File: src/rtl/i2c_txn_arbiter.sv
// Round-robin sharing of one I2C byte engine between two requesters; grant 1 cycle after req in IDLE.
// Command held in ISSUE until cmd_ready_i; BUSY watchdog forces abort; fixed bus-free gap after each response.
module i2c_txn_arbiter #(
    parameter logic [23:0] TIMEOUT_CYC = 24'd100000,
    parameter logic [7:0]  GAP_CYC     = 8'd8
) (
    input  logic        clk_i,
    input  logic        rst_i,
    input  logic [1:0]  req_i,
    input  logic [1:0]  req_rw_i,
    input  logic [13:0] req_dev_i,
    input  logic [15:0] req_reg_i,
    input  logic [15:0] req_wdata_i,
    input  logic [1:0]  req_rlen_i,
    output logic [1:0]  gnt_o,
    output logic [1:0]  rsp_valid_o,
    output logic [1:0]  rsp_err_o,
    output logic [15:0] rsp_data_o,
    output logic        cmd_valid_o,
    input  logic        cmd_ready_i,
    output logic        cmd_rw_o,
    output logic [6:0]  cmd_dev_o,
    output logic [7:0]  cmd_reg_o,
    output logic [7:0]  cmd_wdata_o,
    output logic        cmd_rlen_o,
    input  logic        eng_done_i,
    input  logic        eng_nack_i,
    input  logic [15:0] eng_rdata_i,
    output logic        eng_abort_o,
    output logic        busy_o
);
    localparam logic [2:0] S_IDLE  = 3'd0;
    localparam logic [2:0] S_ISSUE = 3'd1;
    localparam logic [2:0] S_BUSY  = 3'd2;
    localparam logic [2:0] S_RESP  = 3'd3;
    localparam logic [2:0] S_GAP   = 3'd4;

    logic [2:0]  state_q, state_d;
    logic        win_q, win_d;
    logic        last_q, last_d;
    logic [23:0] wdog_q, wdog_d;
    logic [7:0]  gap_q, gap_d;
    logic        cmd_rw_q, cmd_rw_d;
    logic [6:0]  cmd_dev_q, cmd_dev_d;
    logic [7:0]  cmd_reg_q, cmd_reg_d;
    logic [7:0]  cmd_wdata_q, cmd_wdata_d;
    logic        cmd_rlen_q, cmd_rlen_d;
    logic [1:0]  rsp_err_q, rsp_err_d;
    logic [15:0] rsp_data_q, rsp_data_d;
    logic        pick;
    logic        timeout;
    logic [1:0]  win_oh;

    // On a tie the requester not served last wins; otherwise whoever is asking.
    assign pick    = (req_i == 2'b11) ? ~last_q : req_i[1];
    assign timeout = (wdog_q == TIMEOUT_CYC - 24'd1);
    assign win_oh  = win_q ? 2'b10 : 2'b01;

    always_comb begin
        state_d     = state_q;
        win_d       = win_q;
        last_d      = last_q;
        wdog_d      = wdog_q;
        gap_d       = gap_q;
        cmd_rw_d    = cmd_rw_q;
        cmd_dev_d   = cmd_dev_q;
        cmd_reg_d   = cmd_reg_q;
        cmd_wdata_d = cmd_wdata_q;
        cmd_rlen_d  = cmd_rlen_q;
        rsp_err_d   = rsp_err_q;
        rsp_data_d  = rsp_data_q;
        case (state_q)
            S_IDLE: begin
                if (req_i != 2'b00) begin
                    win_d       = pick;
                    cmd_rw_d    = req_rw_i[pick];
                    cmd_dev_d   = pick ? req_dev_i[13:7]   : req_dev_i[6:0];
                    cmd_reg_d   = pick ? req_reg_i[15:8]   : req_reg_i[7:0];
                    cmd_wdata_d = pick ? req_wdata_i[15:8] : req_wdata_i[7:0];
                    cmd_rlen_d  = req_rlen_i[pick];
                    state_d     = S_ISSUE;
                end
            end
            S_ISSUE: begin
                if (cmd_ready_i) begin
                    wdog_d  = 24'd0;
                    state_d = S_BUSY;
                end
            end
            S_BUSY: begin
                wdog_d = wdog_q + 24'd1;
                if (eng_done_i) begin
                    rsp_err_d = eng_nack_i ? 2'b01 : 2'b00;
                    if (eng_nack_i || !cmd_rw_q)
                        rsp_data_d = 16'h0000;
                    else
                        rsp_data_d = cmd_rlen_q ? eng_rdata_i : {8'h00, eng_rdata_i[7:0]};
                    state_d = S_RESP;
                end else if (timeout) begin
                    rsp_err_d  = 2'b10;
                    rsp_data_d = 16'h0000;
                    state_d    = S_RESP;
                end
            end
            S_RESP: begin
                last_d  = win_q;
                gap_d   = 8'd0;
                state_d = (GAP_CYC == 8'd0) ? S_IDLE : S_GAP;
            end
            S_GAP: begin
                gap_d = gap_q + 8'd1;
                if (gap_q == GAP_CYC - 8'd1)
                    state_d = S_IDLE;
            end
            default: state_d = S_IDLE;
        endcase
    end

    always_ff @(posedge clk_i) begin
        if (rst_i) begin
            state_q     <= S_IDLE;
            win_q       <= 1'b0;
            last_q      <= 1'b1;
            wdog_q      <= 24'd0;
            gap_q       <= 8'd0;
            cmd_rw_q    <= 1'b0;
            cmd_dev_q   <= 7'd0;
            cmd_reg_q   <= 8'd0;
            cmd_wdata_q <= 8'd0;
            cmd_rlen_q  <= 1'b0;
            rsp_err_q   <= 2'b00;
            rsp_data_q  <= 16'h0000;
        end else begin
            state_q     <= state_d;
            win_q       <= win_d;
            last_q      <= last_d;
            wdog_q      <= wdog_d;
            gap_q       <= gap_d;
            cmd_rw_q    <= cmd_rw_d;
            cmd_dev_q   <= cmd_dev_d;
            cmd_reg_q   <= cmd_reg_d;
            cmd_wdata_q <= cmd_wdata_d;
            cmd_rlen_q  <= cmd_rlen_d;
            rsp_err_q   <= rsp_err_d;
            rsp_data_q  <= rsp_data_d;
        end
    end

    assign gnt_o       = (state_q == S_ISSUE || state_q == S_BUSY || state_q == S_RESP) ? win_oh : 2'b00;
    assign rsp_valid_o = (state_q == S_RESP) ? win_oh : 2'b00;
    assign rsp_err_o   = rsp_err_q;
    assign rsp_data_o  = rsp_data_q;
    assign cmd_valid_o = (state_q == S_ISSUE);
    assign cmd_rw_o    = cmd_rw_q;
    assign cmd_dev_o   = cmd_dev_q;
    assign cmd_reg_o   = cmd_reg_q;
    assign cmd_wdata_o = cmd_wdata_q;
    assign cmd_rlen_o  = cmd_rlen_q;
    // A completion landing on the final watchdog cycle takes priority over the abort.
    assign eng_abort_o = (state_q == S_BUSY) && !eng_done_i && timeout;
    assign busy_o      = (state_q != S_IDLE);
endmodule

File: config.mk
export PLATFORM = sky130hd
export DESIGN_NAME = i2c_txn_arbiter
export DESIGN_NICKNAME = d
export VERILOG_FILES = /design/src/rtl/i2c_txn_arbiter.sv
export SDC_FILE = /design/constraint.sdc
export NUM_CORES = 1
export LEC_CHECK = 0
export CAP_MARGIN = 20
export CORE_MARGIN = 2
export CORE_UTILIZATION = 50
export DETAILED_ROUTE_END_ITERATION = 10
export GPL_TIMING_DRIVEN = 0
export PLACE_DENSITY = 0.88
export SYNTH_ARGS = -nofsm -noshare
export SYNTH_HDL_FRONTEND = slang
export SYNTH_SLANG_ARGS = --single-unit
File: constraint.sdc
create_clock -name clk_i -period 4.01 [get_ports clk_i]
set_input_delay 0.802 -clock clk_i [delete_from_list [all_inputs] [get_ports clk_i]]
set_output_delay 0.802 -clock clk_i [all_outputs]
set_load 0.005 [all_outputs]
# Word-level counts from Yosys, hierarchy flattened
# Index checks and enable logic that the tools add are counted.
# word_totals
inputBits,73
word_cells,71
register_bits,80
out_inout_bits,50
# op_classes
eq_ne,11
n_reduce_logical,17
n_bitwise,1
muxes,27
n_lt_le_gt_ge,1
addsub,2
# op_table
operator,n
two-way mux 16 bit,4
case mux 24 bit (2 select lines),1
"adder 24 x 1 -> 24 bit, second input constant",1
"equality test 24 x 17 -> 1 bit, second input constant",1
two-way mux 24 bit,1
two-way mux 8 bit,2
case mux 8 bit (2 select lines),1
two-way mux 3 bit,5
case mux 3 bit (5 select lines),1
two-way mux 2 bit,5
"adder 8 x 1 -> 8 bit, second input constant",1
"equality test 8 x 3 -> 1 bit, second input constant",1
nonzero test 2 bit,4
two-way mux 7 bit,1
"equality test 3 x 2 -> 1 bit, second input constant",2
two-way mux 1 bit,6
AND reduction 2 bit,3
"inequality test 2 bit, second input constant",2
AND reduction 4 bit,1
"equality test 3 x 1 -> 1 bit, second input constant",1
"equality test 3 bit, second input constant",1
zero test 3 bit,1
logical OR 1 bit,3
"inequality test 3 bit, second input constant",1
other kinds (7),9

# Longest topological paths before layout
# Gate-level depths: netlist of the first run.
# logic_depth
ltp_word,4
depth_mapped,6
mapped_depth_nobuf,5

# Least setup slack after synthesis of the first run
# OpenSTA, ideal clock, no wires.
# synth_timing
path_type,register to output
start,register wdog_q[0]
end,output eng_abort_o
required_time_ns,3.208
path_buffers,0
t_arrival_ns,1.718
path_slack_ns,1.490
stages_incl_launch_ff,6
cell_sequence,dfxtp_1 -> ha_1 -> nand4_1 -> or4_4 -> or2_2 -> nor2_1
# synth_between
elab_chain_cells,2
# synth_lines
item,line,rtl
start: declaration,41,"logic [23:0] wdog_q, wdog_d;"
start signal: assignment,137,wdog_q <= wdog_d;
equality test 24 x 17 -> 1 bit,56,assign timeout = (wdog_q == TIMEOUT_CYC - 24'd1);
logical AND 1 bit,160,assign eng_abort_o = (state_q == S_BUSY) && !eng_done_i && timeout;
end: declaration,29,"output logic eng_abort_o,"
# No other way between the ends.

# Worst setup path after layout of the first run
# Ends and elaborated chain as after synthesis.

==> out/results.tsv, run 1 <==
stage	metric	value	unit
cells_and_area	insertedDiodeCount	0	
pwr	leakagePower	1.83	nW
sta	fin_skew	0.00886	ns
die	die_y	92.2	um
route	antenna_left	0	
cts	cts_made_buffers	9	
route	avgViaCountPerCell	5.67	
cts	clock_path_buffers	2	
setup_path	worstSetupStartpointType	flip-flop	
global_routing	grt_pass1_vias	3830	
cells_and_area	drive_gt1_share	7.07	%
hold_path	hold_class	reg -> reg	
cells_and_area	syn_to_final_growth	40.3	%
pwr	swShare	26.1	%
pwr	power.share.sequential	44.9	%
route	dr.pass1.iters	4	
pwr	total_power	1.94	mW
cts	htree_levels	3	
cts	clk_pin_slew_worst_paths	0.08	ns
sta	slew_viol_final	0	
global_routing	grt_pass1_wl	17.8	mm
cells_and_area	fin_area	5460	um^2
cells_and_area	seqCellArea	1600	um^2
sta	rsz0062_at_grt	false	
placed_design	dp_hpwl	8.06	mm
cells_and_area	multiInputGateArea	2130	um^2
route	drtIter0Drc	296	
route	wl	10.6	mm
setup_path	crit_required	3.21	ns
route	wl_per_cell	15.5	um
sta	fmax	0.279	GHz
synth	syn_inst	442	
synth	synth-main-ff-cell	dfxtp_1	
pwr	p_clk_share	33.9	%
synth	synth_xor_area_share	0	%
synth	synth.avg_cell_area	8.81	um^2
synth	synth_seq_cells	80	
cts	cts_resized	0	
die	pin_count	123	
global_routing	grt_overflow	0	
cts	insertion_delay	0.34	ns
global_routing	grt_antenna_before_repair	0	
setup_path	critical_path.max_stage_delay	0.60	ns
synth	yosysMostFrequentCell	dfxtp_1	
cts	cts_setup_buffers	0	
placed_design	place.gp.congestion	0.910	
die	num_rows	32	
pwr	p_per_area	355	nW/um^2
cells_and_area	n_fill_cell	578	
placed_design	io_buffer_count	122	
pwr	intPower	1.43	mW
setup_path	crit_slowest_cell	or4_4	
pwr	p_comb_share	21.2	%
synth	synthMuxAreaShare	13.5	%
job	drv_cap	0	
cts	root_buffer	clkbuf_8	
status	status	finished clean	
placed_design	place_area	5240	um^2
placed_design	placedCellCount	666	
setup_path	cp_max_fo	5	
cts	cts.sinks	80	
synth	synthAdderAreaFrac	0.643	%
sta	worstMarginPinSlew	0.743	ns
synth	synth_common_cells	80 x dfxtp_1, 48 x mux2i_1, 48 x nor2_1	
sta	hold_viol_final	0	
sta	finalSetupViolCount	0	
die	initial_core_util	50.9	%
synth	syn_nets	517	
die	dieArea	8510	um^2
synth	synth_top_family_by_area	simple AND/OR/NAND/NOR gates	
synth	netlist_area	3890	um^2
sta	finalSetupTns	0	ns
global_routing	grt_max_degree	14	
die	core_area	7650	um^2
synth	yosysWarnings	0	
cells_and_area	finalNonFillerCells	682	
setup_path	cp_data_arrival_time	2.78	ns
pwr	p_sw	506	uW
setup_path	end_kind	output pin	
cells_and_area	final_nets	650	
route	num_vias	3867	
sta	period_minus_slack	3.58	ns
synth	async_flop_share	0	%
die	die_w	92.2	um
synth	synth_edf_count	0	
setup_path	crit_type	reg -> out	
global_routing	grt.total_usage	26.0	%
cts	cts_tree	built	
cts	cts_hold_buf	0	
sta	hold_ws	0.471	ns
pwr	ir_drop	0.197	mV
synth	synth_area_leaders	dfxtp_1 41%, mux2i_1 12%, a211oi_1 5.2%	
sta	max-slew-margin-rel	50.5	%
synth	yosysSeqAreaShare	41.1	%
synth	synth-compound-area-share	14.7	%
synth	synth_area_leader_cell	dfxtp_1	
synth	yosysUniqueCellTypes	51	
sta	finalCritPeriodShare	89.4	%
synth	synth_top_area_share	41.1	%
setup_path	crit_chain	ha_1 -> nand4_1 -> or4_4 -> or2_2 -> nor2_1 -> clkdlybuf4s50_1	
route	route.detailed.drc	0	
synth	yosys.area_share.simple	25.8	%
[final timing paths]
path / start / to / slack (ns) / cells past startpoint
hold reg to reg: last_q / last_q / 0.47 / 1
setup / recovery: wdog_q[0] / eng_abort_o / 0.43 / 6
hold / removal: last_q / last_q / 0.47 / 1
setup reg to reg: wdog_q[0] / rsp_data_o[15] / 1.68 / 6
[power groups by stage]
stage | sequential (mW) | combinational (mW) | clock [mW]
6_report | 0.871 | 0.411 | 0.656
5_1_grt | 0.877 | 0.452 | 0.700
4_1_cts | 0.871 | 0.413 | 0.662
3_5_place_dp | 0.888 | 0.411 | 0
3_3_place_gp | 0.887 | 0.401 | 0
2_1_floorplan | 0.889 | 0.183 | 0
[logic make-up after synthesis]
family                     after synthesis
and+or+nand+nor                        189
adders and majority gates                2
muxes                                   52
DFF                                     80
buffers and inverters                   38
AOI/OAI and AO/OA                       81
[worst max-delay path: cells and delay by family (launching register included)]
| family | cells | cell delay [ns] |
|---|---|---|
| simple gates | 4 | 1.25 |
| buf+inv | 1 | 0.53 |
| flops | 1 | 0.40 |
| fa+ha+maj | 1 | 0.26 |
[cells in the final DEF, fill, tap and decap left out, drive strengths merged, types with 5 or more instances in the layout]
cell	instances
a21oi	21
mux2i	48
and4	5
or4	7
clkdlybuf4s50	122
o211ai	7
nor2	48
or2	8
a211oi	27
inv	6
nand3	9
nand2	45
nand4	7
dfxtp	80
nor4	9
buf	8
nand2b	17
o21ai	7
nor3	11
clkbuf	35
[metal layers]
metal | global-route usage (%) | vias to the layer above | part of all wire [%]
met2 | 44.9 | 149 | 50
met3 | 7.89 | 19 | 7.8
met5 | 0 | - | 0
met1 | 31.3 | 1826 | 40
li1 | - | 1873 | -
met4 | 7.21 | 0 | 1.8
[per-stage QoR]
step / worst slack [ns] / utilization [%]
after global placement: 0.847 / 68.5
after floorplan: 1.49 / -
after CTS: 0.426 / 71.4
after global routing: 0.279 / 71.4
final: 0.427 / 71.4
after detailed placement: 0.820 / 68.5
[final cells by class]
| cell class | count | share of cell area, % |
|---|---|---|
| clock inverter | 5 | 1.47 |
| multi-input combinational | 324 | 38.9 |
| clock buffer | 11 | 2.59 |
| tap | 102 | 2.34 |
| buffer | 32 | 2.61 |
| inverter | 6 | 0.412 |
| timing repair buffer | 122 | 22.4 |
| sequential | 80 | 29.3 |
[flip-flops by register name, summed over array words and instances, names as in the netlist]
signal / cells
wdog_q: 24
win_q: 1
cmd_rw_o: 1
rsp_err_o: 2
cmd_wdata_o: 8
cmd_dev_o: 7
gap_q: 8
last_q: 1
cmd_rlen_o: 1
state_q: 3
rsp_data_o: 16
cmd_reg_o: 8
Power figures use the tool's default switching activity.
==> inputs of run 2 (changes only) <==
--- a/config.mk
+++ b/config.mk
@@ -6,11 +6,13 @@
 export NUM_CORES = 1
 export LEC_CHECK = 0
 export CAP_MARGIN = 20
+export CORE_ASPECT_RATIO = 1.4
 export CORE_MARGIN = 2
 export CORE_UTILIZATION = 50
 export DETAILED_ROUTE_END_ITERATION = 10
 export GPL_TIMING_DRIVEN = 0
 export PLACE_DENSITY = 0.88
+export RECOVER_POWER = 100
 export SYNTH_ARGS = -nofsm -noshare
 export SYNTH_HDL_FRONTEND = slang
 export SYNTH_SLANG_ARGS = --single-unit
==> out/results.tsv, run 2 (synthesized netlist as in run 1, its figures left out) <==
stage	metric	value	unit
sta	finalCritPeriodShare	89.9	%
cells_and_area	syn_to_final_growth	38.4	%
sta	slew_viol_final	0	
sta	hold_viol_final	0	
cells_and_area	largest_reg_flops	24	
cells_and_area	top_register	wdog_q	
route	avgViaCountPerCell	5.73	
global_routing	grt_pass1_vias	3638	
status	status	finished clean	
placed_design	dp_hpwl	8.03	mm
sta	rsz0062_at_grt	false	
cts	cts_resized	0	
die	die_y	108	um
sta	max-slew-margin-rel	19.1	%
pwr	leakagePower	1.93	nW
die	die_w	78.6	um
setup_path	cp_max_fo	5	
cts	htree_levels	3	
sta	fmax	0.277	GHz
sta	period_minus_slack	3.61	ns
placed_design	io_buffer_count	122	
sta	finalSetupTns	0	ns
cells_and_area	final_common_cell	dfxtp_1	
cts	clk_pin_slew_worst_paths	0.08	ns
route	num_vias	3889	
cells_and_area	drive_gt1_share	5.70	%
cells_and_area	insertedDiodeCount	0	
global_routing	grt.total_usage	25.4	%
route	dr.pass1.iters	5	
pwr	ir_drop	0.257	mV
global_routing	grtUsageMet3	6.51	%
cts	root_buffer	clkbuf_8	
setup_path	end_kind	output pin	
route	wl	11.0	mm
pwr	p_clk_share	32.2	%
cells_and_area	postLayoutCoreUtil	70.4	%
global_routing	grtUsageMet2	44.2	%
global_routing	grt_use_met1	28.3	%
cells_and_area	final_nets	650	
setup_path	cp_data_arrival_time	2.80	ns
global_routing	grt_max_degree	13	
cts	cts_tree	built	
job	drv_cap	0	
global_routing	grt_overflow	0	
global_routing	grt_antenna_before_repair	0	
die	initial_core_util	50.8	%
pwr	intPower	1.35	mW
sta	worstMarginPinSlew	1.20	ns
die	pin_count	123	
cts	cts_setup_buffers	0	
pwr	p_sw	518	uW
die	core_area	7650	um^2
cts	insertion_delay	0.37	ns
global_routing	grt-busiest-layer	met2	
pwr	p_per_area	346	nW/um^2
die	dieArea	8520	um^2
route	drtIter0Drc	319	
sta	fin_skew	0.00956	ns
placed_design	place.gp.congestion	0.867	
hold_path	hold_class	reg -> reg	
setup_path	worstSetupStartpointType	flip-flop	
pwr	power.share.sequential	46.7	%
setup_path	crit_required	3.21	ns
cts	cts_hold_buf	0	
cts	cts_made_buffers	9	
route	route.detailed.drc	0	
global_routing	grt_pass1_wl	16.9	mm
route	wl_per_cell	16.3	um
cells_and_area	layout_common_cells	80 x dfxtp_1, 71 x clkdlybuf4s50_1, 51 x dlygate4sd3_1, 48 x nor2_1, 48 x mux2i_1	
setup_path	crit_type	reg -> out	
route	antenna_left	0	
cts	clock_path_buffers	2	
cts	cts.sinks	80	
pwr	p_comb_share	21.1	%
sta	finalSetupViolCount	0	
die	num_rows	38	
pwr	swShare	27.8	%
-- run 2: layout make-up --
type	count	area, um^2
buffer	32	124
sequential	80	1600
clock buffer	12	145
timing repair buffer	122	1220
fill	598	2270
multi-input combinational	324	2100
inverter	6	22.5
clock inverter	3	42.5
tap	100	125
-- run 2: power groups by stage --
stage / logic (mW) / registers (mW) / clock network, mW
after floorplan: 0.183 / 0.889 / 0
after global placement: 0.400 / 0.888 / 0
after detailed placement: 0.411 / 0.889 / 0
after CTS: 0.415 / 0.872 / 0.598
after global routing: 0.429 / 0.875 / 0.629
final: 0.394 / 0.870 / 0.600
-- run 2: routing by layer --
layer | routed length, um | part of all wire (%) | vias to the layer above
li1 | - | - | 1879
met1 | 4390 | 40 | 1837
met2 | 5720 | 52 | 142
met3 | 568 | 5.1 | 31
met4 | 369 | 3.3 | 0
met5 | 0 | 0 | -
-- run 2: through the flow --
step,power [mW],setup WS (ns),hold slack [ns],cell area [um^2],instances
after floorplan,1.07,1.49,0.431,3890,442
after detailed placement,1.30,0.844,0.458,5240,664
final,1.86,0.404,0.470,5390,679
after global routing,1.93,0.274,0.490,5390,679
after CTS,1.88,0.449,0.473,5430,679
after global placement,1.29,0.883,0.443,5240,664
-- run 2: final timing paths --
| check | startpoint | to | slack (ns) | depth (start not counted) |
|---|---|---|---|---|
| max | wdog_q[0] | eng_abort_o | 0.40 | 6 |
| min | last_q | last_q | 0.47 | 1 |
| max reg2reg | wdog_q[0] | rsp_data_o[8] | 0.62 | 6 |
| min reg2reg | last_q | last_q | 0.47 | 1 |
-- run 2: worst max-delay path, stage by stage, from the launching register on --
cell	delay, ns
dfxtp_1	0.39
ha_1	0.26
nand4_1	0.20
or4_1	0.59
or2_2	0.33
nor2_1	0.08
dlygate4sd3_1	0.58
==> inputs of run 3 (changes only) <==
--- a/config.mk
+++ b/config.mk
@@ -7,7 +7,7 @@
 export LEC_CHECK = 0
 export CAP_MARGIN = 20
 export CORE_ASPECT_RATIO = 1.4
-export CORE_MARGIN = 2
+export CORE_MARGIN = 5
 export CORE_UTILIZATION = 50
 export DETAILED_ROUTE_END_ITERATION = 10
 export GPL_TIMING_DRIVEN = 0
@@ -16,3 +16,4 @@
 export SYNTH_ARGS = -nofsm -noshare
 export SYNTH_HDL_FRONTEND = slang
 export SYNTH_SLANG_ARGS = --single-unit
+export TNS_END_PERCENT = 20
==> out/results.tsv, run 3 (synthesized netlist as in run 1, its figures left out) <==
stage	metric	value	unit
cells_and_area	insertedDiodeCount	0	
sta	period_minus_slack	3.58	ns
route	wl	10.8	mm
sta	finalCritPeriodShare	89.2	%
cells_and_area	n_fill_cell	568	
setup_path	end_kind	output pin	
setup_path	crit_type	reg -> out	
sta	fmax	0.280	GHz
setup_path	critPathBufInv	1	
cells_and_area	top_register	wdog_q	
cells_and_area	syn_to_final_growth	38.0	%
cts	cts_made_buffers	9	
die	die_w	84.6	um
cts	cts.sinks	80	
die	num_rows	38	
cts	clk_pin_slew_worst_paths	0.08	ns
cts	root_buffer	clkbuf_8	
pwr	p_per_area	333	nW/um^2
sta	finalSetupTns	0	ns
setup_path	critical_path.max_stage_delay	0.59	ns
sta	rsz0062_at_grt	false	
placed_design	dp_hpwl	8.10	mm
setup_path	timing.rr.start	wdog_q[0]	
die	pin_count	123	
cells_and_area	final_nets	650	
setup_path	critPathCapture	eng_abort_o	
job	drv_cap	0	
die	initial_core_util	50.8	%
setup_path	cp_num_cells	6	
pwr	leakagePower	1.93	nW
die	dieArea	9670	um^2
sta	finalSetupViolCount	0	
pwr	ir_drop	0.268	mV
setup_path	cp_data_arrival_time	2.77	ns
setup_path	cp_max_fo	5	
route	wl_per_cell	15.9	um
setup_path	worstSetupStartpointType	flip-flop	
sta	worstMarginPinSlew	1.24	ns
cells_and_area	final_common_cell	dfxtp_1	
route	antenna_left	0	
global_routing	grt_overflow	0	
cts	htree_levels	3	
cts	clock_path_buffers	2	
setup_path	rr_worst_depth	6	
cts	cts_tree	built	
hold_path	hold_class	reg -> reg	
cells_and_area	layout_common_cells	80 x dfxtp_1, 70 x clkdlybuf4s50_1, 52 x dlygate4sd3_1, 48 x nor2_1, 48 x mux2i_1	
placed_design	place.gp.congestion	0.860	
sta	hold_viol_final	0	
die	core_area	7650	um^2
cts	cts_setup_buffers	0	
setup_path	crit_slowest_cell	or4_1	
placed_design	io_buffer_count	122	
route	dr.pass1.iters	5	
route	avgViaCountPerCell	5.68	
sta	max-slew-margin-rel	16.6	%
global_routing	grt.total_usage	22.3	%
setup_path	crit_family	simple AND/OR/NAND/NOR gates	
cells_and_area	largest_reg_flops	24	
sta	slew_viol_final	0	
sta	fin_skew	0.00861	ns
route	num_vias	3859	
die	die_y	114	um
setup_path	crit_start	wdog_q[0]	
pwr	total_power	1.79	mW
cts	cts_hold_buf	0	
cts	insertion_delay	0.36	ns
setup_path	crit_chain	ha_1 -> nand4_1 -> or4_1 -> or2_2 -> nor2_1 -> dlygate4sd3_1	
global_routing	grt_antenna_before_repair	0	
route	route.detailed.drc	0	
cts	cts_resized	0	
status	status	finished clean	
setup_path	r2r_end	rsp_data_o[4]	
route	drtIter0Drc	327	
global_routing	grt_max_degree	14	
cells_and_area	drive_gt1_share	6.22	%
setup_path	crit_required	3.21	ns
global_routing	grt_pass1_vias	3703	
setup_path	ff2ff_setup_slack	0.60	ns
global_routing	grt_pass1_wl	17.6	mm
[run 3: worst min-delay path by stage]
stage | from | to | slack (ns) | cells past startpoint
after CTS | rsp_data_o[7] | rsp_data_o[7] | 0.48 | 2
after global routing | rsp_data_o[11] | rsp_data_o[11] | 0.49 | 2
after detailed placement | last_q | last_q | 0.46 | 1
after global placement | last_q | last_q | 0.44 | 1
after floorplan | last_q | last_q | 0.43 | 1
final | rsp_data_o[14] | rsp_data_o[14] | 0.47 | 2
[run 3: cell type report]
cell class	count	area [um^2]	share of cell area, %
plain buffers	32	125	2.33
flip-flops and latches	80	1600	29.8
well taps	100	125	2.33
clock buffers	10	138	2.56
multi-input cells	324	2100	39.2
inverters	6	22.5	0.419
repair buffers	122	1220	22.7
clock inverters	5	33.8	0.629
[run 3: metrics by stage]
stage / utilization [%] / hold slack (ns) / area (um^2) / std cells / worst slack (ns)
final: 70.2 / 0.471 / 5370 / 679 / 0.433
after CTS: 70.7 / 0.478 / 5410 / 679 / 0.465
after global placement: 68.4 / 0.439 / 5240 / 664 / 0.887
after global routing: 70.2 / 0.490 / 5370 / 679 / 0.239
after detailed placement: 68.4 / 0.461 / 5240 / 664 / 0.860
after floorplan: - / 0.431 / 3890 / 442 / 1.49
[run 3: worst register-to-register path, stage by stage (launching register included)]
cell and delay, ns:
dfxtp_1 0.40, ha_1 0.25, nand4_1 0.20, or4_1 0.59
o21ai_0 0.99, clkbuf_1 0.64, mux2i_1 0.27
[run 3: metal layers]
| layer | track usage (%) | routed length [um] | vias up |
|---|---|---|---|
| li1 | - | - | 1874 |
| met1 | 25.8 | 4140 | 1787 |
| met2 | 38.3 | 5500 | 179 |
| met3 | 6.84 | 949 | 19 |
| met4 | 8.66 | 203 | 0 |
| met5 | 0 | 0 | - |
[run 3: report_power, final]
part | internal, mW | switching [mW] | leakage, nW
Clock | 0.237 | 0.293 | 0.0841
Combinational | 0.204 | 0.187 | 1.19
Sequential | 0.842 | 0.0279 | 0.651
